==> src/rtl/capi_xfer_split.sv <==
// capi_xfer_split: splits one beat-transfer request into chunk commands
// that never cross a 2^cwidth-beat aligned boundary.
// Optional statistics counters: define CAPI_XFER_SPLIT_STATS_EN.
module capi_xfer_split #(
    parameter int dwidth = 1,
    parameter int awidth = 16,
    parameter int lwidth = 8,
    parameter int cwidth = 5
) (
    input  logic              clk,
    input  logic              reset,
    input  logic              i_v,
    output logic              i_r,
    input  logic [dwidth-1:0] i_d,
    input  logic [awidth-1:0] i_ea,
    input  logic [lwidth-1:0] i_len,
    output logic              o_v,
    input  logic              o_r,
    output logic [dwidth-1:0] o_d,
    output logic [awidth-1:0] o_ea,
    output logic [cwidth-1:0] o_c,
    output logic              o_f,
    output logic              o_l
`ifdef CAPI_XFER_SPLIT_STATS_EN
    ,
    input  logic              stat_clr,
    output logic [15:0]       stat_req,
    output logic [15:0]       stat_chk
`endif
);

    localparam int RW = lwidth + 1;
    localparam logic [RW-1:0] CHUNK = RW'(1) << cwidth;

    typedef enum logic {
        IDLE  = 1'b0,
        SPLIT = 1'b1
    } state_t;

    state_t            state;
    state_t            state_nx;
    logic              busy;
    logic [awidth-1:0] cur_ea;
    logic [RW-1:0]     rem;
    logic [dwidth-1:0] tag;
    logic              first;

    logic [RW-1:0]     room;
    logic [RW-1:0]     n;
    logic              last;
    logic              in_acc;
    logic              chk_acc;

    assign busy = (state == SPLIT);

    // Size of the chunk at cur_ea: limited by the remaining beats and
    // by the distance to the next aligned boundary.
    always_comb begin
        room = CHUNK - RW'(cur_ea[cwidth-1:0]);
        n    = (rem < room) ? rem : room;
        last = busy && (n == rem);
    end

    // Handshake qualifiers shared by the state and datapath updates.
    always_comb begin
        in_acc  = i_v & i_r;
        chk_acc = busy & o_r;
    end

    // State register.
    always_ff @(posedge clk or negedge reset) begin
        if (!reset) begin
            state <= IDLE;
        end else begin
            state <= state_nx;
        end
    end

    // Next state: a new request may be taken in the same cycle the
    // last chunk of the previous one is accepted.
    always_comb begin
        state_nx = state;
        unique case (state)
            IDLE: begin
                if (in_acc) begin
                    state_nx = SPLIT;
                end
            end
            SPLIT: begin
                if (chk_acc && last && !in_acc) begin
                    state_nx = IDLE;
                end
            end
            default: state_nx = IDLE;
        endcase
    end

    // Output decode: chunk command presented straight from the registers.
    always_comb begin
        o_v  = busy;
        o_ea = cur_ea;
        o_d  = tag;
        o_f  = first;
        o_c  = n[cwidth-1:0];
        o_l  = last;
        i_r  = ~busy | (o_r & last);
    end

    // Request datapath: load on accept, advance on each non-last chunk.
    always_ff @(posedge clk or negedge reset) begin
        if (!reset) begin
            cur_ea <= '0;
            rem    <= '0;
            tag    <= '0;
            first  <= 1'b0;
        end else if (in_acc) begin
            cur_ea <= i_ea;
            rem    <= {(i_len == '0), i_len};
            tag    <= i_d;
            first  <= 1'b1;
        end else if (chk_acc) begin
            first <= 1'b0;
            if (!last) begin
                cur_ea <= cur_ea + awidth'(n);
                rem    <= rem - n;
            end
        end
    end

`ifdef CAPI_XFER_SPLIT_STATS_EN
    // Saturating request/chunk counters; a clear overrides an increment.
    always_ff @(posedge clk or negedge reset) begin
        if (!reset) begin
            stat_req <= '0;
            stat_chk <= '0;
        end else if (stat_clr) begin
            stat_req <= '0;
            stat_chk <= '0;
        end else begin
            if (in_acc && stat_req != 16'hFFFF) begin
                stat_req <= stat_req + 16'd1;
            end
            if (chk_acc && stat_chk != 16'hFFFF) begin
                stat_chk <= stat_chk + 16'd1;
            end
        end
    end
`endif

endmodule

==> config.mk <==
export PLATFORM = sky130hd
export DESIGN_NAME = capi_xfer_split
export DESIGN_NICKNAME = d
export VERILOG_FILES = /design/src/rtl/capi_xfer_split.sv
export SDC_FILE = /design/constraint.sdc
export NUM_CORES = 1
export LEC_CHECK = 0
export ABC_AREA = 1
export CAP_MARGIN = 20
export CORE_MARGIN = 1.5
export CORE_UTILIZATION = 58
export CTS_CLUSTER_SIZE = 8
export DETAILED_ROUTE_END_ITERATION = 6
export PLACE_DENSITY = 0.94
export SLEW_MARGIN = 15
export SYNTH_ARGS = -nofsm -noshare
export SYNTH_HDL_FRONTEND = slang
export SYNTH_SLANG_ARGS = --single-unit
==> constraint.sdc <==
create_clock -name clk -period 6.32 [get_ports clk]
set_input_delay 0.632 -clock clk [delete_from_list [all_inputs] [get_ports clk]]
set_output_delay 0.632 -clock clk [all_outputs]
set_load 0.05 [all_outputs]
==> results.cfg <==
[worst_hold_path]
min_to = rem[0]
min_path_cells = 2
hp-start = rem[0]
hp-class = reg2reg

[detailed_routing]
wire_per_inst_um = 12.8
vias = 3280
post_drt_via_cell_ratio = 5.38
drtIter0Drc = 338
postRouteAntennaNets = 0
totalWireLength_mm = 7.81
dr.pass1.iters = 5
route.detailed.drc = 0

[global_routing]
grt_max_degree = 37
grt_pass1_wl_mm = 13.1
grt_use_total = 0.301
antenna_found_initial = 0
overflow = 0
grt_pass1_vias = 2927

[finish]
n_antenna_cell = 0
drive_gt1_frac = 0.0368
fill_cells = 406
final_cell_mix = nand2_1, inv_1, nand3_1
num-nets-final = 596
mostFrequentLayoutCell = nand2_1
areaGrowthSynthToFinish_pct = 21.3

[timing]
slew_violations = 0
tns_ns = 0
post-route-period-util = 0.793
hold_viol = 0
min_period_ns = 5.01
slew_headroom = 0.653
tightest_slew_ns = 0.519
rsz0062_at_grt = no
finalSetupViolCount = 0
finClkSkew_ns = 0.00632
fmax_mhz = 199

[clocking]
clk_latency_ns = 0.30
cts.repair.resized = 0
cts_hold_buffers = 0
clock_sinks = 28
cts_tree = done
path_clk_slew_ns = 0.11
cts.path.max_buffers = 2
cts_setup_buffers = 0
clk_root_buffer_cell = clkbuf_8
cts.htree.levels = 1
numCtsBuffers = 3

[placement]
gp_congestion = 0.950
place_hpwl_mm = 5.86
io_buffers = 54

[critical_path]
r2r_setup_slack_ns = 2.10
worstReg2RegStart = o_ea[1]
worstPathRequired_ns = 5.69
crit_type = reg2out
crit_arrival_ns = 4.38
cp_max_fo = 10
timing.rr.end = o_ea[5]
critPathLaunchType = register
cp-end-kind = output port
r2r_cells = 22

[die]
core_um2 = 4850
die_w_um = 74.9
num_io_pins = 55
die_y_um = 74.9
rows = 25
die-area_um2 = 5610
initial_core_util = 0.618

[synthesis]
async_reset_ff_frac = 1.00
ys_types = 32
syn_area_um2 = 3000
synth_edf_count = 0
synth_warnings = 0
syn-instance-count = 491
ys_ff_latch = 28
yosysSeqAreaShare = 0.234
avgSynthCellArea_um2 = 6.10
ys.flop_type = dfrtp_1

[status]
status = completed

[job]
maxCapViolations = 0
[synth_stat cells, drive strengths merged, types with 6 or more instances]
cell type	instances	area share
a21oi	11	0.018
buf	9	0.024
dfrtp	28	0.23
ha	21	0.088
inv	90	0.11
nand2	193	0.25
nand3	58	0.10
nand4	22	0.046
nor2	26	0.033
o21ai	7	0.012
or2	6	0.013
xnor2	10	0.029
[worst max-delay path, stage by stage, from the launching register on]
cell,delay [ns]
dfrtp_1,0.47
nor2_1,0.14
nand2_1,0.10
nor3_1,0.21
inv_1,0.08
ha_1,0.30
nand2_1,0.06
nor2_1,0.16
nand3_1,0.20
nand3_1,0.27
nand2_1,0.08
nand2_1,0.14
inv_1,0.06
ha_1,0.36
nand2_2,0.10
nor2_2,0.12
nand3_2,0.12
nand2_4,0.16
nand2_1,0.06
inv_1,0.07
clkdlybuf4s50_1,0.80
[worst max-delay path by stage]
stage	from	to	slack (ns)	depth (start not counted)
finish	o_ea[1]	i_r	1.31	20
detailed placement	o_ea[1]	i_r	1.68	20
CTS	o_ea[1]	i_r	1.33	20
global route	o_ea[1]	i_r	0.94	20
floorplan	o_ea[0]	i_r	1.77	17
global placement	o_ea[0]	i_r	1.88	20
[sequential cells by signal, summed over array words and instances (netlist names)]
signal / cells
o_v: 1
o_f: 1
o_d: 1
rem: 9
o_ea: 16
[final cells by class]
class                   count  area, um2  share of cell area
repair buffers             55        548               0.151
clock inverters             1       30.0             0.00826
well taps                  67       83.8              0.0231
flip-flops and latches     28        701               0.193
inverters                  90        340              0.0936
multi-input cells         366       1890               0.520
clock buffers               3       41.3              0.0114
[per-stage QoR]
stage               utilization  setup slack, ns  hold WS, ns  cell area, um2  instances
global placement          0.735             1.88        0.468            3560        606
floorplan                     -             1.77        0.336            3000        493
CTS                       0.750             1.33        0.500            3630        610
global route              0.750            0.945        0.532            3630        610
finish                    0.750             1.31        0.501            3630        610
detailed placement        0.735             1.68        0.472            3560        606
[logic make-up (layout without fill, tap and decap cells)]
family,Yosys count,count (layout),synth area share
other,1,3,0.00125
buffers and inverters,99,149,0.138
adders and majority gates,23,23,0.101
DFF,28,28,0.234
and+or+nand+nor,309,309,0.459
AOI/OAI and AO/OA,20,20,0.0351
xor gates and xnor gates,11,11,0.0321
[metal layers]
metal | vias up | routed length (um) | GRT usage
li1 | 1632 | - | -
met1 | 1494 | 3510 | 0.396
met2 | 135 | 3650 | 0.517
met3 | 19 | 490 | 0.0295
met4 | 0 | 153 | 0.0990
met5 | - | 0 | 0
Power is left out: the tool's default activity adds up to more than one toggle a clock period on the data nets, which glitch-free logic cannot reach.
